File: config.mk
export PLATFORM = sky130hd
export DESIGN_NAME = pipeline_hazard_ctrl
export DESIGN_NICKNAME = d
export VERILOG_FILES = /design/src/rtl/pipe_ctrl_pkg.sv /design/src/rtl/fwd_select.sv /design/src/rtl/pipeline_hazard_ctrl.sv
export SDC_FILE = /design/constraint.sdc
export NUM_CORES = 1
export LEC_CHECK = 0
export CORE_MARGIN = 2
export CORE_UTILIZATION = 30
export CTS_CLUSTER_SIZE = 14
export DETAILED_ROUTE_END_ITERATION = 10
export GPL_ROUTABILITY_DRIVEN = 1
export PLACE_DENSITY = 0.65
export SLEW_MARGIN = 20
export SYNTH_ARGS = -nofsm -noshare
export SYNTH_HDL_FRONTEND = slang
export SYNTH_HIERARCHICAL = 1
export SYNTH_SLANG_ARGS = --single-unit
File: constraint.sdc
create_clock -name clk -period 2.55 [get_ports clk]
set_input_delay 0.51 -clock clk [delete_from_list [all_inputs] [get_ports clk]]
set_output_delay 0.51 -clock clk [all_outputs]
set_load 0.01 [all_outputs]
File: src/rtl/pipe_ctrl_pkg.sv
// Shared types and constants for the pipeline hazard/sequencing controller.
package pipe_ctrl_pkg;

  typedef enum logic [1:0] {
    RUN      = 2'd0,
    SQUASH   = 2'd1,
    MEM_WAIT = 2'd2
  } ctrlState_t;

  localparam logic [1:0] FWD_RF  = 2'b00;
  localparam logic [1:0] FWD_EX  = 2'b01;
  localparam logic [1:0] FWD_MEM = 2'b10;
  localparam logic [1:0] FWD_WB  = 2'b11;

  localparam int REG_PC = 15;

endpackage

File: src/rtl/fwd_select.sv
// Operand forward select for one source register: youngest producer wins.
module fwd_select
  import pipe_ctrl_pkg::*;
#(
  parameter int ADDR_W = 4
) (
  input  logic [ADDR_W-1:0] src,
  input  logic [ADDR_W-1:0] exRd,
  input  logic              exRegWrite,
  input  logic              exIsLoad,
  input  logic [ADDR_W-1:0] memRd,
  input  logic              memRegWrite,
  input  logic [ADDR_W-1:0] wbRd,
  input  logic              wbRegWrite,
  output logic [1:0]        fwdSel
);

  localparam logic [ADDR_W-1:0] PC_ADDR = ADDR_W'(REG_PC);

  // NOTE: assigning a default before any branch keeps this block purely
  // combinational; a path that leaves fwdSel unassigned would infer a latch.
  always_comb begin
    fwdSel = FWD_RF;
    if (src != PC_ADDR) begin
      // A load in EX has no data yet; the load-use bubble covers that case.
      if (exRegWrite && !exIsLoad && exRd == src) begin
        fwdSel = FWD_EX;
      end else if (memRegWrite && memRd == src) begin
        fwdSel = FWD_MEM;
      end else if (wbRegWrite && wbRd == src) begin
        fwdSel = FWD_WB;
      end
    end
  end

endmodule

File: src/rtl/pipeline_hazard_ctrl.sv
// Hazard controller for the five-stage pipeline: stalls, squashes, memory
// freeze, operand forwarding and a saturating stall counter.
module pipeline_hazard_ctrl
  import pipe_ctrl_pkg::*;
#(
  parameter int REG_ADDR_W    = 4,
  parameter int BRANCH_SHADOW = 1,
  parameter int CNT_W         = 16
) (
  input  logic                  clk,
  input  logic                  reset,
  input  logic [REG_ADDR_W-1:0] id_rn,
  input  logic [REG_ADDR_W-1:0] id_rm,
  input  logic                  id_rn_used,
  input  logic                  id_rm_used,
  input  logic [REG_ADDR_W-1:0] ex_rd,
  input  logic                  ex_reg_write,
  input  logic                  ex_is_load,
  input  logic [REG_ADDR_W-1:0] mem_rd,
  input  logic                  mem_reg_write,
  input  logic [REG_ADDR_W-1:0] wb_rd,
  input  logic                  wb_reg_write,
  input  logic                  ex_branch_taken,
  input  logic                  mem_start,
  input  logic                  mem_done,
  output logic                  pc_en,
  output logic                  if_id_en,
  output logic                  id_ex_en,
  output logic                  ex_mem_en,
  output logic                  if_id_flush,
  output logic                  id_ex_flush,
  output logic [1:0]            fwd_a,
  output logic [1:0]            fwd_b,
  output logic [CNT_W-1:0]      stall_cycles,
  output logic                  busy
);

  localparam logic [REG_ADDR_W-1:0] PC_ADDR = REG_ADDR_W'(REG_PC);
  localparam logic [1:0] SHADOW_INIT =
    (BRANCH_SHADOW > 0) ? 2'(BRANCH_SHADOW - 1) : 2'd0;

  ctrlState_t state;
  logic [1:0] sqCnt;
  logic       memStall;
  logic       loadUse;

  assign memStall = mem_start && !mem_done;
  assign loadUse  = ex_is_load && ex_reg_write && (ex_rd != PC_ADDR) &&
                    ((id_rn_used && id_rn == ex_rd) ||
                     (id_rm_used && id_rm == ex_rd));
  assign busy     = (state != RUN);

  fwd_select #(.ADDR_W(REG_ADDR_W)) fwdRn (
    .src        (id_rn),
    .exRd       (ex_rd),
    .exRegWrite (ex_reg_write),
    .exIsLoad   (ex_is_load),
    .memRd      (mem_rd),
    .memRegWrite(mem_reg_write),
    .wbRd       (wb_rd),
    .wbRegWrite (wb_reg_write),
    .fwdSel     (fwd_a)
  );

  fwd_select #(.ADDR_W(REG_ADDR_W)) fwdRm (
    .src        (id_rm),
    .exRd       (ex_rd),
    .exRegWrite (ex_reg_write),
    .exIsLoad   (ex_is_load),
    .memRd      (mem_rd),
    .memRegWrite(mem_reg_write),
    .wbRd       (wb_rd),
    .wbRegWrite (wb_reg_write),
    .fwdSel     (fwd_b)
  );

  // Pipeline register controls; priority is memory stall > branch > load-use.
  always_comb begin
    pc_en       = 1'b1;
    if_id_en    = 1'b1;
    id_ex_en    = 1'b1;
    ex_mem_en   = 1'b1;
    if_id_flush = 1'b0;
    id_ex_flush = 1'b0;
    unique case (state)
      RUN: begin
        if (memStall) begin
          pc_en     = 1'b0;
          if_id_en  = 1'b0;
          id_ex_en  = 1'b0;
          ex_mem_en = 1'b0;
        end else if (ex_branch_taken) begin
          if_id_flush = 1'b1;
          id_ex_flush = 1'b1;
        end else if (loadUse) begin
          pc_en       = 1'b0;
          if_id_en    = 1'b0;
          id_ex_flush = 1'b1;
        end
      end
      SQUASH: begin
        if_id_flush = 1'b1;
      end
      MEM_WAIT: begin
        if (!mem_done) begin
          pc_en     = 1'b0;
          if_id_en  = 1'b0;
          id_ex_en  = 1'b0;
          ex_mem_en = 1'b0;
        end
      end
      default: ;
    endcase
  end

  // NOTE: state registers use non-blocking assignments so every flop samples
  // the pre-edge values, independent of statement order.
  always_ff @(posedge clk) begin
    if (reset) begin
      state        <= RUN;
      sqCnt        <= 2'd0;
      stall_cycles <= '0;
    end else begin
      unique case (state)
        RUN: begin
          if (memStall) begin
            state <= MEM_WAIT;
          end else if (ex_branch_taken && BRANCH_SHADOW > 0) begin
            state <= SQUASH;
            sqCnt <= SHADOW_INIT;
          end
        end
        SQUASH: begin
          // Execute holds a bubble here, so a branch pulse cannot be real.
          if (sqCnt == 2'd0) begin
            state <= RUN;
          end else begin
            sqCnt <= sqCnt - 2'd1;
          end
        end
        MEM_WAIT: begin
          if (mem_done) begin
            state <= RUN;
          end
        end
        default: state <= RUN;
      endcase

      if (!pc_en && stall_cycles != '1) begin
        stall_cycles <= stall_cycles + 1'b1;
      end
    end
  end

endmodule

# --- Word level (Yosys, flattened, before mapping) ---
# Index checks and enable logic that the tools add are counted.
classes:
  muxes: 31
  n_eq_ne: 20
  n_addsub: 2
  reduce_logical: 24
op_table:
  columns: ["cell", "count"]
  rows:
  - ["$eq 4x4->1", 8]
  - ["$mux 2", 15]
  - ["$add 16x1->16 const B", 1]
  - ["$ne 16x16->1 const B", 1]
  - ["$logic_and 1x1->1", 14]
  - ["$ne 4x4->1 const B", 3]
  - ["$mux 1", 11]
  - ["$ne 2x2->1 const B", 5]
  - ["$pmux 1 s2", 3]
  - ["$pmux 2 s3", 1]
  - ["$logic_not 2->1", 2]
  - ["$pmux 2 s2", 1]
  - ["$reduce_and 4->1", 1]
  - ["$reduce_bool 2->1", 2]
  - ["$logic_not 1->1", 3]
  - ["$ne 3x3->1 const B", 1]
  - ["$reduce_and 3->1", 1]
  - ["$eq 2x1->1 const B", 1]
  - ["$eq 2x2->1 const B", 1]
  - ["$sub 2x1->2 const B", 1]
  - ["$logic_or 1x1->1", 1]
word_totals:
  ff_bits: 20
  out_inout_bits: 27
  word_cells: 80

# --- Longest topological paths before layout ---
logic_depth:
  depth_word: 10
  ltp_mapped: 8
  depth_no_buf: 6

# --- By module ---
# The synthesis kept the hierarchy.
by_module_without_submodules:
  columns: ["module", "seq_area_each_um2", "cells_per_inst", "instances", "area_per_inst_um2"]
  rows:
  - ["pipeline_hazard_ctrl", 400.4, 149, 1, 1229.9]
  - ["fwd_select", 0.0, 29, 2, 200.2]

# --- Worst setup path before layout ---
# OpenSTA, ideal clock, no wires.
synth_timing:
  path_kind: "input to output"
  start: "input ex_rd[2]"
  end: "output pc_en"
  cell_stages: 7
  arrival_ns: 1.590
  slack_ns: 0.450
  n_path_buf: 3
  cell_sequence: "nand4_1 nand3_1 nor3_2 o311ai_4 buf_6 buf_6 buf_4"
synth_via:
  elab_chain_cells: 8
  word_cells_on_any_way: 12
  classes_between: "3 x eq/ne; 4 x mux; 5 x reduce/logical"
synth_rtl:
  columns: ["element", "line", "rtl"]
  rows:
  - ["start, declared", "pipeline_hazard_ctrl.sv:16", "input logic [REG_ADDR_W-1:0] ex_rd,"]
  - ["$eq 4x4->1 (on tied branches)", "pipeline_hazard_ctrl.sv:49, pipeline_hazard_ctrl.sv:50", null]
  - ["$logic_and 1x1->1 (on tied branches)", "pipeline_hazard_ctrl.sv:49, pipeline_hazard_ctrl.sv:50", null]
  - ["$logic_or 1x1->1", "pipeline_hazard_ctrl.sv:49", "((id_rn_used && id_rn == ex_rd) ||"]
  - ["$logic_and 1x1->1 *", "pipeline_hazard_ctrl.sv:48", "assign loadUse = ex_is_load && ex_reg_write && (ex_rd != PC_ADDR) &&"]
  - ["$mux 1 * (3 in a row)", null, null]
  - ["$pmux 1 s2 *", null, null]
  - ["end, declared", "pipeline_hazard_ctrl.sv:26", "output logic pc_en,"]
# Every way passes the cells marked *; elsewhere a longest branch is shown, timed or not.

# --- Worst setup path in the final report ---
layout_timing:
  start: "input wb_rd[3]"
  end: "output fwd_b[1]"
layout_via:
  elab_chain_cells: 6
layout_rtl:
  columns: ["element", "line", "rtl"]
  rows:
  - ["start, declared", "pipeline_hazard_ctrl.sv:21", "input logic [REG_ADDR_W-1:0] wb_rd,"]
  - ["$eq 4x4->1", "fwd_select.sv:30", "end else if (wbRegWrite && wbRd == src) begin"]
  - ["$logic_and 1x1->1", "fwd_select.sv:30", null]
  - ["$mux 2", "fwd_select.sv:30", null]
  - ["$mux 2", "fwd_select.sv:28", "end else if (memRegWrite && memRd == src) begin"]
  - ["$mux 2", "fwd_select.sv:26", "if (exRegWrite && !exIsLoad && exRd == src) begin"]
  - ["$mux 2", "fwd_select.sv:24", "if (src != PC_ADDR) begin"]
  - ["end, declared", "pipeline_hazard_ctrl.sv:33", "output logic [1:0] fwd_b,"]
# No other way between the ends.

==> results.json <==
{
  "synth_area_leader_cell": "dfxtp_1",
  "cts_tree": "done",
  "grt_pass1_vias": 1680,
  "ys_warn_count": 6,
  "cts_buffers": 3,
  "power_density_nw_per_um2": 329,
  "min_path_type": "flop to flop",
  "clock_latency_ns": 0.25,
  "cp_max_fo": 4,
  "p_int_mw": 0.578,
  "drive_gt1_share_pct": 13.2,
  "clockBufferDepth": 2,
  "die_h_microns": 77.7,
  "synth_edf_count": 0,
  "p_seq_share_pct": 40.0,
  "finalHoldViolations": 0,
  "critPathSlowestCell": "clkdlybuf4s50_1",
  "drv_slew": 0,
  "grt_max_degree": 19,
  "ys_top_cells_by_area": "dfxtp_1 (25%), xnor2_1 (7.5%), nand2b_1 (5.8%)",
  "fin_util_pct": 47.2,
  "max-slew-margin-rel_pct": 60.7,
  "clock-sinks": 20,
  "ys.flop_type": "dfxtp_1",
  "async_flop_share_pct": 0,
  "status": "finished, final reports clean",
  "drtIter0Drc": 76,
  "gp_congestion": 0.815,
  "drc": 0,
  "num_vias": 1778,
  "slowest_delay_ns": 0.48,
  "hold_depth": 2,
  "synth_nets": 240,
  "via_per_inst": 5.08,
  "post-place-ws_ns": -0.429,
  "syn_area_per_cell_sq_um": 7.88,
  "r2r_cells": 5,
  "crit_family": "buffers and inverters",
  "htreeDepth": 1,
  "cp.arrival_ns": 1.96,
  "fmax_mhz": 405,
  "hp-start": "stall_cycles[14]",
  "drtPass1Iterations": 4,
  "initial_core_util_pct": 31.5,
  "grt_pass1_wl_microns": 7040,
  "yosys-top-cells-count": "dfxtp_1 (20), nand2_1 (16), nand2b_1 (15)",
  "layout_setup_ws_ns": 0.0793,
  "clockPowerShare_pct": 29.8,
  "antenna_left": 0,
  "max-vdd-ir-drop_mv": 0.143,
  "rows": 26,
  "antenna_found_initial": 0,
  "synth_cell_type_count": 39,
  "critPathKind": "input port to output pin",
  "globalRouteTotalUtil_pct": 14.0,
  "ios": 58,
  "crit_path_start_kind": "input port",
  "required_ns": 2.04,
  "clkTransAtPathRegs_ns": 0.07,
  "drt_wl_total_microns": 4260,
  "syn_area_sq_um": 1630,
  "path_cells": "clkdlybuf4s50_1 > a222oi_1 > and3_1 > o211a_1 > clkdlybuf4s15_2",
  "stdcell_count": 350,
  "synth_most_common_cell": "dfxtp_1",
  "yosysSeqAreaShare_pct": 24.6,
  "cellLeakagePower_nw": 0.917,
  "fin_nets": 314,
  "end_kind": "output pin",
  "rsz0062_at_grt": "no",
  "area_delta_synth_final_pct": 49.8,
  "timing.rr.start": "stall_cycles[7]",
  "wl_per_cell_microns": 12.2,
  "switching_power_mw": 0.225,
  "dp_hpwl_microns": 3500,
  "r2r_slack_ns": 0.64,
  "crit_buf_inv": 2,
  "hold_end": "stall_cycles[14]",
  "placed_cells": 345,
  "grt.overflow.total": 0,
  "max-cap-violations": 0,
  "worst-slew-pin-transition_ns": 0.588,
  "port_buffers": 57,
  "root_buffer": "clkbuf_8",
  "setup_violations": 0,
  "finalWorstPathRequiredPeriod_ns": 2.47,
  "finClkSkew_ns": 0.00170,
  "comb_power_share_pct": 30.1,
  "r2r_end": "stall_cycles[3]",
  "syn-instance-count": 207,
  "p_sw_share_pct": 28.0,
  "finalCritPeriodShare_pct": 96.9,
  "die_x_microns": 77.7,
  "synth-seq-cells": 20,
  "core_area_sq_um": 5170,
  "synth.top_cell.area_share_pct": 24.6,
  "die_area_sq_um": 6040,
  "antenna_cells": 0,
  "crit_start": "wb_rd[3]"
}
## registers in the layout (all words and copies together), names as in the netlist
register and flops:
sqCnt 2, stall_cycles 16, state 2
## power groups by stage
stage | Clock [mW] | Combinational [mW] | Sequential, mW
after floorplan | 0 | 0.116 | 0.329
after global placement | 0 | 0.248 | 0.329
after detailed placement | 0 | 0.250 | 0.329
after CTS | 0.243 | 0.242 | 0.322
after global routing | 0.261 | 0.265 | 0.322
final | 0.240 | 0.242 | 0.322
## per-layer routing
| metal | vias up | track usage, % | part of all wire, % |
|---|---|---|---|
| li1 | 904 | - | - |
| met1 | 808 | 14.8 | 42 |
| met2 | 62 | 27.5 | 51 |
| met3 | 4 | 3.02 | 6.2 |
| met4 | 0 | 3.57 | 0.61 |
| met5 | - | 0 | 0 |
## cell usage in the layout, fill, tap and decap left out, types with 3 or more instances in the layout
cell             instances
clkdlybuf4s50_1         36
dfxtp_1                 20
buf_4                   18
dlygate4sd2_1           17
nand2_1                 16
nand2b_1                15
xnor2_1                 14
nor2_1                  13
nand3_1                 12
a21oi_1                 12
inv_1                   11
o21ai_1                  9
nand4_1                  8
nor2b_1                  6
xor2_1                   6
and3_1                   4
o31ai_1                  4
or4_1                    4
or3_1                    4
mux2_1                   4
clkbuf_8                 4
o2111a_1                 4
a222oi_1                 4
nor4_1                   3
## layout make-up
| class | instances | area [sq um] |
|---|---|---|
| Fill cell | 527 | 2730 |
| Multi-Input combinational cell | 166 | 1160 |
| Timing Repair Buffer | 75 | 678 |
| Sequential cell | 20 | 400 |
| Tap cell | 70 | 87.6 |
| Inverter | 15 | 56.3 |
| Clock buffer | 4 | 55.1 |
## worst min-delay path, cell delays in order (launching register included)
cell and delay, ns:
dfxtp_1 0.34, o31ai_1 0.07, a21oi_1 0.05
## logic make-up after synthesis
| logic type | Yosys count | synth area share (%) |
|---|---|---|
| fa+ha+maj | 2 | 1.53 |
| mux | 5 | 3.38 |
| flops | 20 | 24.6 |
| compound gates | 41 | 18.8 |
| simple gates | 98 | 34.8 |
| buf+inv | 21 | 6.22 |
| xor+xnor | 20 | 10.7 |
## worst max path at each step
stage,endpoint,depth (start not counted)
finish,fwd_b[1],5
global route,fwd_b[0],5
CTS,fwd_b[1],7
detailed placement,if_id_en,6
global placement,fwd_b[1],6
floorplan,pc_en,7
## metrics by stage
step | TNS [ns] | area [sq um] | power, mW | hold slack (ns)
3_3_place_gp | -4.63 | 2370 | 0.577 | 0.478
2_1_floorplan | 0 | 1630 | 0.445 | 0.457
6_report | 0 | 2440 | 0.804 | 0.505
5_1_grt | 0 | 2440 | 0.848 | 0.530
4_1_cts | 0 | 2420 | 0.807 | 0.500
3_5_place_dp | -5.17 | 2370 | 0.579 | 0.488
## timing repair
| action | in CTS | in global routing |
|---|---|---|
| hold buffers | 0 | 0 |
| setup buffers | 1 | 0 |
| setup endpoints to repair | 9 | 8 |
| resized for setup | 24 | 9 |
| endpoints found under the hold margin | 0 | 0 |
| pin swaps | 6 | 3 |
(Power assumes the default switching activity.)
